==> config.mk <==
export PLATFORM = sky130hd
export DESIGN_NAME = gpio_bank_ctrl
export DESIGN_NICKNAME = d
export VERILOG_FILES = /design/src/rtl/gpio_pkg.sv /design/src/rtl/gpio_in_cond.sv /design/src/rtl/gpio_bank_ctrl.sv
export SDC_FILE = /design/constraint.sdc
export NUM_CORES = 1
export LEC_CHECK = 0
export ABC_AREA = 1
export CAP_MARGIN = 25
export CORE_MARGIN = 1.5
export CORE_UTILIZATION = 53
export DETAILED_ROUTE_END_ITERATION = 12
export PLACE_DENSITY = 0.78
export SYNTH_ARGS = -nofsm -noshare
export SYNTH_HDL_FRONTEND = slang
export SYNTH_SLANG_ARGS = --single-unit
==> constraint.sdc <==
create_clock -name clock -period 1.42 [get_ports clock]
set_input_delay 0.142 -clock clock [delete_from_list [all_inputs] [get_ports clock]]
set_output_delay 0.142 -clock clock [all_outputs]
set_load 0.03 [all_outputs]
==> src/rtl/gpio_pkg.sv <==
// Shared constants and types for the GPIO bank controller: register map defaults,
// serial-word field positions and the readback word layout.
package gpio_pkg;

   localparam int MAX_BANKS   = 8;
   localparam int MAX_WIDTH   = 16;

   // serial_data = {mask[31:16], value[15:0]}
   localparam int MASK_LSB    = 16;
   localparam int VAL_LSB     = 0;

   localparam int RB_PIN_LSB  = 0;
   localparam int RB_STAT_LSB = 16;

   localparam logic [6:0] BASE_OE_DEF   = 7'd40;
   localparam logic [6:0] BASE_OUT_DEF  = 7'd48;
   localparam logic [6:0] BASE_EDGE_DEF = 7'd56;

   typedef struct packed {
      logic [15:0] status;
      logic [15:0] pins;
   } rb_word_t;

endpackage

==> src/rtl/gpio_in_cond.sv <==
// Per-bank input conditioning: 2-flop synchroniser, optional debounce
// (GPIO_DEBOUNCE_EN), previous-state flop and rising-edge detect.
module gpio_in_cond #(
   parameter int WIDTH           = 16,
   parameter int DEBOUNCE_CYCLES = 8
) (
   input  logic             clock,
   input  logic             reset_n,
   input  logic [WIDTH-1:0] pad,
   output logic [WIDTH-1:0] pin_state,
   output logic [WIDTH-1:0] rise
);

   logic [WIDTH-1:0] sync1, sync2, prev;

   always_ff @(posedge clock or negedge reset_n) begin
      if (!reset_n) begin
         sync1 <= '0;
         sync2 <= '0;
         prev  <= '0;
      end else begin
         sync1 <= pad;
         sync2 <= sync1;
         prev  <= pin_state;
      end
   end

`ifdef GPIO_DEBOUNCE_EN
   localparam int CW = $clog2(DEBOUNCE_CYCLES + 1);

   for (genvar i = 0; i < WIDTH; i++) begin : g_db
      logic [CW-1:0] cnt;
      logic          st;

      // Any sample that agrees with the held state restarts the count.
      always_ff @(posedge clock or negedge reset_n) begin
         if (!reset_n) begin
            cnt <= '0;
            st  <= 1'b0;
         end else if (sync2[i] == st) begin
            cnt <= '0;
         end else if (cnt == CW'(DEBOUNCE_CYCLES - 1)) begin
            cnt <= '0;
            st  <= sync2[i];
         end else begin
            cnt <= cnt + 1'b1;
         end
      end

      assign pin_state[i] = st;
   end
`else
   assign pin_state = sync2;
`endif

   assign rise = pin_state & ~prev;

endmodule

==> src/rtl/gpio_bank_ctrl.sv <==
// GPIO bank controller: masked serial writes to OE/OUT/edge-enable registers,
// sticky rising-edge status with irq, and a one-cycle readback path.
// Optional debounce on inputs is enabled with GPIO_DEBOUNCE_EN.
module gpio_bank_ctrl
   import gpio_pkg::*;
#(
   parameter int         NUM_BANKS       = 4,
   parameter int         WIDTH           = 16,
   parameter logic [6:0] BASE_OE         = BASE_OE_DEF,
   parameter logic [6:0] BASE_OUT        = BASE_OUT_DEF,
   parameter logic [6:0] BASE_EDGE       = BASE_EDGE_DEF,
   parameter int         DEBOUNCE_CYCLES = 8
) (
   input  logic                       clock,
   input  logic                       reset_n,
   input  logic [6:0]                 serial_addr,
   input  logic [31:0]                serial_data,
   input  logic                       serial_strobe,
   input  logic [NUM_BANKS*WIDTH-1:0] io_in,
   output logic [NUM_BANKS*WIDTH-1:0] io_oe,
   output logic [NUM_BANKS*WIDTH-1:0] io_out,
   input  logic                       rb_req,
   input  logic [2:0]                 rb_bank,
   output logic                       rb_valid,
   output logic [31:0]                rb_data,
   output logic                       irq
);

   logic [WIDTH-1:0] wr_mask, wr_val;
   assign wr_mask = serial_data[MASK_LSB +: WIDTH];
   assign wr_val  = serial_data[VAL_LSB  +: WIDTH];

   logic [NUM_BANKS-1:0][WIDTH-1:0] oe_q, out_q, pin_state, rise, status_q, status_d;

   gpio_in_cond #(
      .WIDTH           (WIDTH),
      .DEBOUNCE_CYCLES (DEBOUNCE_CYCLES)
   ) u_in [NUM_BANKS-1:0] (
      .clock     (clock),
      .reset_n   (reset_n),
      .pad       (io_in),
      .pin_state (pin_state),
      .rise      (rise)
   );

   for (genvar b = 0; b < NUM_BANKS; b++) begin : g_bank
      logic             wr_oe, wr_out, wr_edge, rb_hit;
      logic [WIDTH-1:0] oe_r, out_r, en_r, stat_r, stat_nxt;

      assign wr_oe   = serial_strobe && (serial_addr == BASE_OE   + 7'(b));
      assign wr_out  = serial_strobe && (serial_addr == BASE_OUT  + 7'(b));
      assign wr_edge = serial_strobe && (serial_addr == BASE_EDGE + 7'(b));
      assign rb_hit  = rb_req && (rb_bank == 3'(b));

      // A new edge wins over a same-cycle readback clear so it is never lost.
      assign stat_nxt = (stat_r & ~{WIDTH{rb_hit}}) | (rise[b] & en_r);

      always_ff @(posedge clock or negedge reset_n) begin
         if (!reset_n) begin
            oe_r   <= '0;
            out_r  <= '0;
            en_r   <= '0;
            stat_r <= '0;
         end else begin
            if (wr_oe)   oe_r  <= (oe_r  & ~wr_mask) | (wr_val & wr_mask);
            if (wr_out)  out_r <= (out_r & ~wr_mask) | (wr_val & wr_mask);
            if (wr_edge) en_r  <= (en_r  & ~wr_mask) | (wr_val & wr_mask);
            stat_r <= stat_nxt;
         end
      end

      assign oe_q[b]     = oe_r;
      assign out_q[b]    = out_r;
      assign status_q[b] = stat_r;
      assign status_d[b] = stat_nxt;
   end

   assign io_oe  = oe_q;
   assign io_out = out_q;

   // Snapshot uses pre-update status; out-of-range banks read as zero.
   rb_word_t snap;
   always_comb begin
      snap = '0;
      for (int b = 0; b < NUM_BANKS; b++) begin
         if (rb_bank == 3'(b)) begin
            snap.status[WIDTH-1:0] = status_q[b];
            snap.pins[WIDTH-1:0]   = pin_state[b];
         end
      end
   end

   always_ff @(posedge clock or negedge reset_n) begin
      if (!reset_n) begin
         rb_valid <= 1'b0;
         rb_data  <= '0;
         irq      <= 1'b0;
      end else begin
         rb_valid <= rb_req;
         if (rb_req) rb_data <= snap;
         irq <= |status_d;
      end
   end

endmodule
Word-level counts from Yosys, hierarchy flattened:

Cells that the tools add are included.

* bitwise logic cells: 50
* add/sub/neg operators: 0
* reduce and logical (&&, ||, !) cells: 18
* muxes and demuxes: 4
* $lt $le $gt $ge: 0
* equal/unequal tests: 15
* $mul: 0
* div/mod/pow operators: 0
* shift-type cells: 0

Operators with widths (number)
* $and 16x16->16: 25
* $or 16x16->16: 16
* $not 16->16: 9
* $mux 32: 4
* $eq 7x6->1 const B: 12
* $reduce_or 64->1: 1
* $logic_and 1x1->1: 16
* $eq 3x2->1 const B: 2
* $eq 3x1->1 const B: 1
* $logic_not 3->1: 1

* memory bits (writable): 0
* output and inout port bits: 162
* logic and storage cells: 118
* input port bits: 110
* ROM bits: 0
* bits in latches: 0
* register bits after elaboration: 482
* memories: 0

Logic depth before layout (Yosys ltp):

Gate-level depths: netlist of the first run.

* depth in word-level cells: 6
* gate-level depth with buffers: 11
* mapped depth without buffers: 10

By module:

From an unflattened synthesis of the first run, not the netlist that was laid out.

* cell total of the unflattened synthesis: 1776
* area, all modules: 17870.9 µm²

Modules (own cells, without submodules)
* gpio_bank_ctrl: area an instance 12425.7 µm², sequential area each 7257.0 µm², times used 1, cells an instance 1456
* gpio_in_cond: area an instance 1361.3 µm², sequential area each 1201.2 µm², times used 4, cells an instance 80

Worst setup path after synthesis of the first run:

Ideal clock, no wire load.

* kind: input to register
* start: input serial_addr[5]
* end: register with a tool-made name
* setup slack: 0.058 ns
* data arrival time: 1.228 ns
* library setup time: 0.134 ns
* path buffers: 1
* cell stages on the path: 8
* required time: 1.286 ns
* cells stage by stage: inv_1 -> nor2_1 -> nand4_1 -> nor3_2 -> buf_2 -> nand2_1 -> nand2_1 -> o21ai_0

RTL lines
* start: declaration: line gpio_bank_ctrl.sv:16 `input logic [6:0] serial_addr,`

==> results of run 1 <==
==> worst max-delay path by stage <==
stage	startpoint	endpoint
2_1_floorplan	serial_addr[5]	register
3_3_place_gp	rb_bank[0]	irq
3_5_place_dp	rb_bank[0]	irq
4_1_cts	register	io_oe[5]
5_1_grt	u_in[1].pin_state[14]	irq
6_report	register	io_out[38]
==> kinds of logic after synthesis <==
kind of cell	synth area share
compound gates	0.1029
simple gates	0.1608
buf+inv	0.03967
flops	0.6966
==> report_power, final <==
part	total (uW)	internal [uW]	switching, uW
clock network	12500	7440	5090
logic	3560	1350	2210
registers	15400	14800	620
==> cell type report <==
class | count | area share
clock inverter | 11 | 0.005767
sequential | 482 | 0.5245
timing repair buffer | 355 | 0.1656
tap | 442 | 0.02405
multi-input combinational | 1023 | 0.2008
antenna | 1 | 0.0001088
inverter | 104 | 0.01698
clock buffer | 74 | 0.06219
==> layout by cell type, fill, tap and decap left out, types with 8 or more instances in the layout <==
cell type	count
a31oi_1	32
inv_1	100
nor2_2	10
nor2_1	90
nand3_1	24
nand3b_1	16
o21ai_0	168
buf_2	22
clkdlybuf4s15_2	139
dfrtp_1	482
clkbuf_8	11
o221ai_1	32
a21oi_1	64
nand2_1	551
o22ai_1	16
clkbuf_16	51
buf_4	52
clkdlybuf4s50_1	99
o21ai_1	8
clkbuf_1	14
buf_12	27
==> repair_timing <==
action	4_1_cts	5_1_grt
cloned	0	2
hold buffers	2	0
hold endpoints to repair	395	0
pin swaps	0	5
gates resized for setup	488	67
endpoints found under the setup margin	163	73
buffers inserted	0	2
==> layer usage <==
layer  wire [um]  up-vias
li1            -     6124
met1       19440     6600
met2       22200      612
met3        3998      107
met4        1310        0
met5           0        -
==> per-stage QoR <==
| step | instance area (um^2) | cells | setup WS, ns | utilization |
|---|---|---|---|---|
| floorplan | 17320 | 1681 | 0.05765 | - |
| global placement | 21220 | 2400 | -0.5376 | 0.6556 |
| detailed placement | 21220 | 2400 | -0.5884 | 0.6556 |
| CTS | 23000 | 2487 | 0.001927 | 0.7104 |
| global route | 23000 | 2492 | -0.04903 | 0.7104 |
| finish | 23000 | 2492 | 0.02414 | 0.7104 |
==> results_dict.tcl, run 1 <==
set metrics [dict create \
    status "completed" \
    fmax_mhz 716.4 \
    grt_pass1_wl_mm 73.39 \
    io_buffers 271 \
    clock_path_buffers 3 \
    async_reset_ff_frac 1.000 \
    startpoint_type "register" \
    synth_common_cells "551 x nand2_1, 482 x dfrtp_1, 170 x o21ai_0, 102 x inv_1, 101 x nor2_1" \
    worst-path-max-fanout 2 \
    slew_viol_final 0 \
    grt-ovfl-total 0 \
    critPathTopFamily "flip-flops" \
    core_um2 32370 \
    synth.area.top_cells "dfrtp_1 70%, nand2_1 12%, o21ai_0 4.9%" \
    power.density_nw_per_um2 1368 \
    io_pins 272 \
    grtUsageMet3 0.05884 \
    antenna_found_initial 2 \
    r2r-start "u_in[1].pin_state[9]" \
    clock_latency_ns 0.55 \
    slowest_delay_ns 0.39 \
    ys_types 22 \
    cp.buffers_inverters 1 \
    end_kind "output port" \
    drc 0 \
    synthCells 1681 \
    ff2ff_setup_slack_ns 0.07 \
    worstRegToRegCells 10 \
    n_fill_cell 2247 \
    avgViaCountPerCell 5.394 \
    maxCapViolCount 0 \
    place.gp.congestion 0.8625 \
    synth_nets 1791 \
    whs_endpoint "u_in[1].sync1[14]" \
    wirelength_mm 46.94 \
    die_area_um2 33760 \
    drt_iter0_markers 1092 \
    hold_viol 0 \
    critPathKind "register to output port" \
    avgSynthCellArea_um2 10.30 \
    hold_slack_ns 0.02920 \
    path_cells "clkdlybuf4s15_2" \
    finalCritPeriodShare 0.9830 \
    fin_crit_ns 1.396 \
    drtAntennaViolNets 0 \
    wire_per_inst_um 18.84 \
    crit_required_ns 1.28 \
    cts_made_buffers 47 \
    ys_seq_area_frac 0.6966 \
    first_pass_iters 5 \
    start_util 0.5349 \
    htreeDepth 2 \
    ff_latch_area_um2 12060 \
    setup_tns_ns 0 \
    grt_pass1_vias 13520 \
    use_met1 0.3916 \
    crit_cells 1 \
    multiInputGateArea_um2 4617 \
    clkSlewWorstSetupHoldPaths_ns 0.06 \
    synth_top_cell_area_share 0.6966 \
    synth_warnings 0 \
    peakVddDrop_uv 865.3 \
    busiest_layer "met2" \
    worst_path_max_delay_cell "dfrtp_1" \
    yosysTopAreaCell "dfrtp_1" \
    finClkSkew_ns 0.008515 \
    synth_top_flop_cell "dfrtp_1" \
    cts_sinks 482 \
    synth-edff-count 0 \
    syn-cell-area_um2 17320 \
    die_x_um 183.8 \
    finalSetupViolations 0 \
    crit_arrival_ns 1.25 \
    rsz0062_at_grt "yes" \
    grt_util_all_layers 0.2828 \
    cts-root-buf "clkbuf_16" \
    hold_path_startpoint "io_in[30]" \
    r2r-end "irq" \
    worst_pin_slew_ns 0.4737 \
    ys_seq_elements 482 \
    met2_usage 0.4515 \
    final_nets 2123 \
    hold_depth 1 \
    rows 66 \
    area_growth_pct 32.81 \
    die_h_um 183.8 \
    dpl.hpwl_mm 31.74 \
    leakage_uw 0.01055 \
    hold_path_class "input port to register" \
    vias 13440 \
    grt_max_degree 79 \
    drive_gt1_frac 0.1650 \
    cts_tree "done" \
    relSlewSlack 0.6838 \
    yosysMostFrequentCell "nand2_1" \
    p_total_uw 31460 \
]
Note: power is estimated with default switching activity, not from simulation.
==> run 2, diff against run 1 <==
Settings changed: CORE_UTILIZATION 53 to 40, PLACE_DENSITY 0.78 to 0.61, SLEW_MARGIN from default to 25.
==> run 2 against run 1 <==
  * Clock skew rose by 0.0030 ns
  * Die area rose by 32%
  * Count of clock-buffer cells in the layout up 1
  * First-iteration DRC count shrank 26%
  * Critical endpoint is now io_oe[32]
  * Largest cell class unchanged
==> results_dict.tcl, run 2 (synthesis results as in run 1) <==
set metrics [dict create \
    status "completed" \
    io_pins 272 \
    place.gp.congestion 0.8167 \
    die_area_um2 44550 \
    finalSetupViolations 0 \
    area_growth_pct 33.21 \
    rows 76 \
    htreeDepth 2 \
    ff2ff_setup_slack_ns 0.12 \
    crit_required_ns 1.28 \
    ff_latch_area_um2 12060 \
    critPathKind "register to output port" \
    cts_made_buffers 50 \
    final_cell_mix "551 x nand2_1, 482 x dfrtp_1, 169 x o21ai_0, 148 x buf_2, 104 x clkdlybuf4s50_1" \
    power.density_nw_per_um2 1376 \
    worst_path_max_delay_cell "dfrtp_1" \
    endpoint "io_oe[32]" \
    dpl.hpwl_mm 33.70 \
    hold_path_class "input port to register" \
    core_um2 42890 \
    finalWorstSetupSlack_ns 0.03659 \
    slew_viol_final 0 \
    clock_path_buffers 3 \
    first_pass_iters 5 \
    fin_crit_ns 1.383 \
    crit_cells 1 \
    grt_util_all_layers 0.2208 \
    wirelength_mm 48.50 \
    critPathTopFamily "flip-flops" \
    leakage_uw 0.01099 \
    r2r-end "irq" \
    drtAntennaViolNets 0 \
    vias 13120 \
    maxCapViolCount 0 \
    place_worst_setup_slack_ns -0.5592 \
    worst-path-max-fanout 2 \
    relSlewSlack 0.6747 \
    end_kind "output port" \
    path_cells "clkdlybuf4s15_2" \
    cts_sinks 482 \
    worst_pin_slew_ns 0.4874 \
    p_total_uw 31740 \
    clkSlewWorstSetupHoldPaths_ns 0.06 \
    grt_max_degree 77 \
    final_common_cell "nand2_1" \
    antenna_found_initial 2 \
    grt_pass1_vias 13300 \
    start_util 0.4038 \
    cp.buffers_inverters 1 \
    io_buffers 271 \
    finClkSkew_ns 0.01148 \
    grt_pass1_wl_mm 75.33 \
    cts-root-buf "clkbuf_16" \
    startpoint_type "register" \
    avgViaCountPerCell 4.867 \
    wire_per_inst_um 18.00 \
    final_nets 2182 \
    r2r-start "u_in[1].pin_state[11]" \
    drt_iter0_markers 807 \
    grt-ovfl-total 0 \
    n_fill_cell 3818 \
    peakVddDrop_uv 737.5 \
    finalCritPeriodShare 0.9742 \
    hold_viol 0 \
    worstRegToRegCells 10 \
    die_h_um 211.1 \
    die_x_um 211.1 \
    crit_arrival_ns 1.24 \
    slowest_delay_ns 0.39 \
    drive_gt1_frac 0.1594 \
    clock_latency_ns 0.58 \
    drc 0 \
    cts_tree "done" \
    multiInputGateArea_um2 4601 \
    fmax_mhz 722.9 \
]
==> run 2: changes by cell type in the layout (fill, tap and decap cells not counted), sizes merged, moves of 2 or more <==
cell and delta:
clkdlybuf4s15 -127, buf +123, dlymetal6s2s -3, dlygate4sd3 +61
clkdlybuf4s50 +5, dlygate4sd2 -2
==> run 2: report_power, final <==
group | internal, uW | switching, uW
Clock | 7600 | 5250
Combinational | 1310 | 2220
Sequential | 14800 | 600
==> run 2: worst min path at each step <==
stage / end / depth (start not counted) / startpoint
final: u_in[1].sync1[9] / 1 / io_in[25]
after global routing: u_in[2].sync1[10] / 1 / io_in[42]
after CTS: u_in[1].sync1[9] / 1 / io_in[25]
after detailed placement: u_in[3].sync1[11] / 1 / reset_n
after global placement: u_in[3].pin_state[11] / 1 / reset_n
after floorplan: async pin / 0 / reset_n
==> run 2: layer usage <==
metal / global-route usage / up-vias / part of all wire
met3: 0.04401 / 96 / 0.063
met1: 0.3165 / 6392 / 0.45
met2: 0.3334 / 389 / 0.45
met4: 0.08103 / 0 / 0.029
met5: 0 / - / 0
li1: - / 6239 / -
==> run 2: cell type report <==
cell class,count,share of cell area
clock inverter,13,0.005370
tap,585,0.03173
sequential,482,0.5229
antenna,2,0.0002170
timing repair buffer,411,0.1585
multi-input combinational,1023,0.1995
inverter,104,0.01692
clock buffer,75,0.06488
==> run 2: metrics by stage <==
stage / cells / hold WS (ns) / setup TNS [ns] / cell area [um^2] / utilization
global placement: 2538 / 0.03318 / -87.46 / 21440 / 0.4999
floorplan: 1681 / -0.1536 / 0 / 17320 / -
detailed placement: 2538 / 0.03506 / -91.49 / 21440 / 0.4999
CTS: 2689 / 0.0004720 / 0 / 23000 / 0.5362
global route: 2695 / 0.004015 / -0.03277 / 23070 / 0.5378
finish: 2695 / 0.02272 / 0 / 23070 / 0.5378
==> run 2: repair_timing <==
item,4_1_cts,5_1_grt
resized for setup,769,23
buffers inserted,0,3
endpoints found under the hold margin,541,1
hold buffers,63,1
endpoints found under the setup margin,161,26
pin swaps,0,3
gates cloned,0,1
